File: src/rtl/layer_pulse_gen.sv
// Per-layer shot sequencer: fires the enabled channels after a programmable delay,
// then either re-arms on the delay timer or waits for channel feedback.
module layer_pulse_gen #(
   parameter int DLY_W = 16
) (
   input  logic             io_clk,
   input  logic             io_rst,
   input  logic             io_start,
   input  logic             io_stop,
   input  logic [7:0]       io_layerCfg,
   input  logic             io_workingMode,
   input  logic [DLY_W-1:0] io_delayCycles,
   input  logic [DLY_W-1:0] io_fbTimeout,
   input  logic [7:0]       io_fbCatch,
   input  logic             io_layerEnd,
   output logic [7:0]       io_switchEnLogic,
   output logic [7:0]       io_delayEnd,
   output logic             io_busy,
   output logic             io_done,
   output logic             io_timeoutErr,
   output logic [15:0]      io_shotCnt
);

   typedef enum logic [2:0] {
      IDLE    = 3'd0,
      DELAY   = 3'd1,
      FIRE    = 3'd2,
      WAIT_FB = 3'd3,
      DONE    = 3'd4
   } state_t;

   state_t           state_q, state_d;
   logic [7:0]       cfg_q, cfg_d;
   logic             mode_q, mode_d;
   logic [DLY_W-1:0] dly_q, dly_d;
   logic [DLY_W-1:0] tmo_q, tmo_d;
   logic [DLY_W-1:0] cnt_q, cnt_d;
   logic [15:0]      shotCnt_q, shotCnt_d;
   logic             err_q, err_d;
   logic             caught;

   // Feedback on channels that are not enabled for this layer is ignored.
   assign caught = |(io_fbCatch & cfg_q);

   always_comb begin
      state_d   = state_q;
      cfg_d     = cfg_q;
      mode_d    = mode_q;
      dly_d     = dly_q;
      tmo_d     = tmo_q;
      cnt_d     = cnt_q;
      shotCnt_d = shotCnt_q;
      err_d     = err_q;

      unique case (state_q)
         IDLE: begin
            if (io_start && !io_stop) begin
               cfg_d     = io_layerCfg;
               mode_d    = io_workingMode;
               dly_d     = io_delayCycles;
               tmo_d     = io_fbTimeout;
               cnt_d     = io_delayCycles;
               shotCnt_d = '0;
               err_d     = 1'b0;
               state_d   = (io_layerCfg == 8'h00) ? DONE : DELAY;
            end
         end
         DELAY: begin
            if (cnt_q == '0) state_d = FIRE;
            else             cnt_d   = cnt_q - DLY_W'(1);
         end
         FIRE: begin
            if (shotCnt_q != 16'hFFFF) shotCnt_d = shotCnt_q + 16'd1;
            if (mode_q) begin
               state_d = io_layerEnd ? DONE : DELAY;
               cnt_d   = dly_q;
            end else begin
               state_d = WAIT_FB;
               cnt_d   = tmo_q;
            end
         end
         WAIT_FB: begin
            // A catch on the expiry cycle still counts as a valid catch.
            if (caught) begin
               state_d = io_layerEnd ? DONE : DELAY;
               cnt_d   = dly_q;
            end else if (cnt_q == '0) begin
               err_d   = 1'b1;
               state_d = DONE;
            end else begin
               cnt_d = cnt_q - DLY_W'(1);
            end
         end
         DONE:    state_d = IDLE;
         default: state_d = IDLE;
      endcase

      if (io_stop && (state_q inside {DELAY, FIRE, WAIT_FB})) begin
         state_d = IDLE;
         cnt_d   = '0;
         err_d   = err_q;
      end
   end

   always_ff @(posedge io_clk or posedge io_rst) begin
      if (io_rst) begin
         state_q   <= IDLE;
         cfg_q     <= '0;
         mode_q    <= 1'b0;
         dly_q     <= '0;
         tmo_q     <= '0;
         cnt_q     <= '0;
         shotCnt_q <= '0;
         err_q     <= 1'b0;
      end else begin
         state_q   <= state_d;
         cfg_q     <= cfg_d;
         mode_q    <= mode_d;
         dly_q     <= dly_d;
         tmo_q     <= tmo_d;
         cnt_q     <= cnt_d;
         shotCnt_q <= shotCnt_d;
         err_q     <= err_d;
      end
   end

   assign io_switchEnLogic = (state_q == FIRE) ? cfg_q : 8'h00;
   assign io_delayEnd      = ((state_q == FIRE) && mode_q) ? cfg_q : 8'h00;
   assign io_busy          = (state_q != IDLE);
   assign io_done          = (state_q == DONE);
   assign io_timeoutErr    = err_q;
   assign io_shotCnt       = shotCnt_q;

endmodule

File: config.mk
export PLATFORM = sky130hd
export DESIGN_NAME = layer_pulse_gen
export DESIGN_NICKNAME = d
export VERILOG_FILES = /design/src/rtl/layer_pulse_gen.sv
export SDC_FILE = /design/constraint.sdc
export NUM_CORES = 1
export LEC_CHECK = 0
export BUFFER_PORTS_ARGS = -buffer_cell sky130_fd_sc_hd__buf_2
export CAP_MARGIN = 40
export CORE_AREA = 2 2 89 91
export CTS_CLUSTER_SIZE = 30
export DETAILED_ROUTE_END_ITERATION = 12
export DIE_AREA = 0 0 91 93
export HOLD_SLACK_MARGIN = 0.1
export PLACE_DENSITY = 0.82
export SLEW_MARGIN = 20
export SYNTH_ARGS = -nofsm -noshare
export SYNTH_HDL_FRONTEND = slang
export SYNTH_SLANG_ARGS = --single-unit
File: constraint.sdc
create_clock -name io_clk -period 6.2 [get_ports io_clk]
set_input_delay 0.93 -clock io_clk [delete_from_list [all_inputs] [get_ports io_clk]]
set_output_delay 0.93 -clock io_clk [all_outputs]
set_load 0.1 [all_outputs]
==> results.cfg <==
[run_status]
outcome = finished clean

[critical_path]
r2r_start = state_q[2]
start_kind = register
reg2regPathDepth = 5
critPathSlowestCell = dfrtp_1
cp_cell_sequence = nor3b_2 -> buf_4 -> and3_1 -> buf_2
max_stage_delay_ns = 0.56
regToRegSetupSlack_ns = 3.74
arrival_ns = 2.32
r2r-end = cnt_q[10]
cp_max_fo = 17
required_ns = 5.27
setup.worst_path.class = register to output pin
path_delay_family = buffers and inverters
crit_buf_inv = 2
end_kind = output pin

[floorplan]
die-area_mm2 = 0.00846
dieHeight_um = 93
start_util_pct = 58.3
dieWidth_um = 91
boundaryPins = 89
core_area_mm2 = 0.00753
rows = 32

[drt]
drt_iter0_drc = 317
wirelength_mm = 11.7
vias_per_cell = 6.01
detail_route.wl_per_cell_um = 16.5
drc_errors = 0
postRouteAntennaNets = 0
vias = 4279
firstDrtPassIters = 5

[synth]
synthTopCellsByCount = 174 x nand2_1, 77 x dfrtp_1, 32 x nor2_1
synth_top_area_cell = dfrtp_1
synth_top_family_by_area = simple AND/OR/NAND/NOR gates
synthXorXnorAreaFrac_pct = 2.60
yosys_warnings = 0
synth_flop_cell = dfrtp_1
synthSimpleGateAreaFrac_pct = 32.7
async_reset_ff_share_pct = 100
yosysMostFrequentCell = nand2_1
synth_compound_area_share_pct = 15.1
synth_nets = 586
syn_inst = 529
synth_seq_cells = 77
muxShareOfSynthArea_pct = 1.40
ys_seq_area_share_pct = 43.9
syn_area_mm2 = 0.00439
yosysTopAreaCellShare_pct = 43.9
yosys.cell_types.count = 65
synth_area_leaders = dfrtp_1 44%, nand2_1 15%, nor2_1 2.7%
syn_avg_cell_area_um2 = 8.29
synth_fa_ha_area_share_pct = 0.856
synth_edf_count = 0

[grt]
grt_pass1_wl_mm = 19.3
antenna_found_initial = 0
grt_max_degree = 59
overflow = 0
grt_pass1_vias = 3997
grt_usage_pct = 28.4

[clocking]
cts_buffers = 9
clkSlewWorstSetupHoldPaths_ns = 0.09
cts_root_buffer = clkbuf_8
cts_hold_buf = 0
clock_path_buffers = 2
post_cts_buffers = 0
cts_tree = built
cts_resized = 0
clock_sinks = 77
clk_latency_ns = 0.36
htree_levels = 3

[worst_hold_path]
hold_depth = 2
hold_start = tmo_q[13]
whs_endpoint = tmo_q[13]
hp-class = register to register

[placed_design]
dpl.hpwl_mm = 8.50
place_congestion = 0.933
port_buffers = 88
dpl_cell_area_mm2 = 0.00491
dp_cells = 696
preCtsSetupSlack_ns = 3.34

[sta]
drv_slew = 0
period_minus_slack_ns = 3.25
slew_headroom_pct = 47.7
layout_setup_ws_ns = 2.95
tightestPinTransition_ns = 0.783
layout_worst_path_cycle_share_pct = 52.3
setup-tns-final_ns = 0
whs_ns = 0.482
setup_viol = 0
rsz0062_at_grt = false
skew_ns = 0.00493
max_freq_ghz = 0.308
hold_viol = 0

[pwr]
vdd_ir_drop_max_mv = 0.205
p_leak_nw = 2.54
p_per_area_mw_per_mm2 = 311
power_mw = 1.58

[cells_and_area]
nNetsFinal = 662
final_area_mm2 = 0.00509
antenna_cells = 0
syn_to_final_growth_pct = 16.1
instances_no_fill = 712
finish.utilization_pct = 67.6
drive_above_1_share_pct = 21.3

[job]
maxCapViolations = 0
-- flip-flops by register name, summed over array words and instances, names as in the netlist --
signal	cells
cfg_q	8
cnt_q	16
dly_q	16
io_shotCnt	16
io_timeoutErr	1
mode_q	1
state_q	3
tmo_q	16
-- placed cells by master (no fill, tap or decap), types with 7 or more instances in the layout --
cell	synthesis	routed
nand2_1	174	174
buf_2	4	89
dfrtp_1	77	77
nor2_1	32	32
o21ai_0	21	21
nand3_1	13	13
and3_1	14	13
and2_1	12	12
a21oi_1	11	11
xor2_1	9	9
clkbuf_8	0	9
nand4_1	8	8
nor3_1	7	7
-- power by group --
part / switching [mW] / total (mW) / internal, mW / leakage (nW)
Clock: 0.210 / 0.360 / 0.150 / 0.0829
Sequential: 0.133 / 0.753 / 0.619 / 0.991
Combinational: 0.282 / 0.472 / 0.191 / 1.47
-- layer usage --
layer	track usage (%)	up-vias	share of wire, %
met5	0	-	0
met4	10.4	0	2.4
met3	5.72	26	7.8
met2	44.4	236	47
met1	39.5	2023	43
li1	-	1994	-
-- worst reg2reg max path, stage by stage, from the launching register on --
cell,delay [ns]
dfrtp_1,0.56
nor2_1,0.54
o21a_1,0.50
nand3_1,0.34
nor3b_1,0.30
a311o_1,0.15
-- worst max-delay path by stage --
stage                     cells past startpoint             end  slack [ns]     startpoint
after floorplan                               5  io_delayEnd[6]        3.27     state_q[1]
after global placement                        7        cnt_q[4]        3.02  io_fbCatch[3]
after detailed placement                      6       cnt_q[10]        3.34        io_stop
after CTS                                     4  io_delayEnd[4]        3.02     state_q[2]
after global routing                          4  io_delayEnd[7]        2.86     state_q[2]
final                                         4  io_delayEnd[4]        2.95     state_q[2]
-- cell type report --
| class | instances | area (um2) |
|---|---|---|
| tap | 102 | 128 |
| clock inverter | 7 | 57.6 |
| clock buffer | 9 | 124 |
| inverter | 5 | 18.8 |
| fill | 661 | 2440 |
| sequential | 77 | 1930 |
| timing repair buffer | 95 | 523 |
| multi-input combinational | 417 | 2310 |
-- logic make-up (layout without fill, tap and decap cells) --
kind of cell,count (synthesis),in the layout
AND/OR/NAND/NOR,302,302
adder cells (fa/ha/maj),3,3
flip-flops,77,77
buffers and inverters,35,116
multiplexers,6,6
AO/OA/AOI/OAI,93,93
XOR/XNOR,13,13
Power figures use the tool's default switching activity.
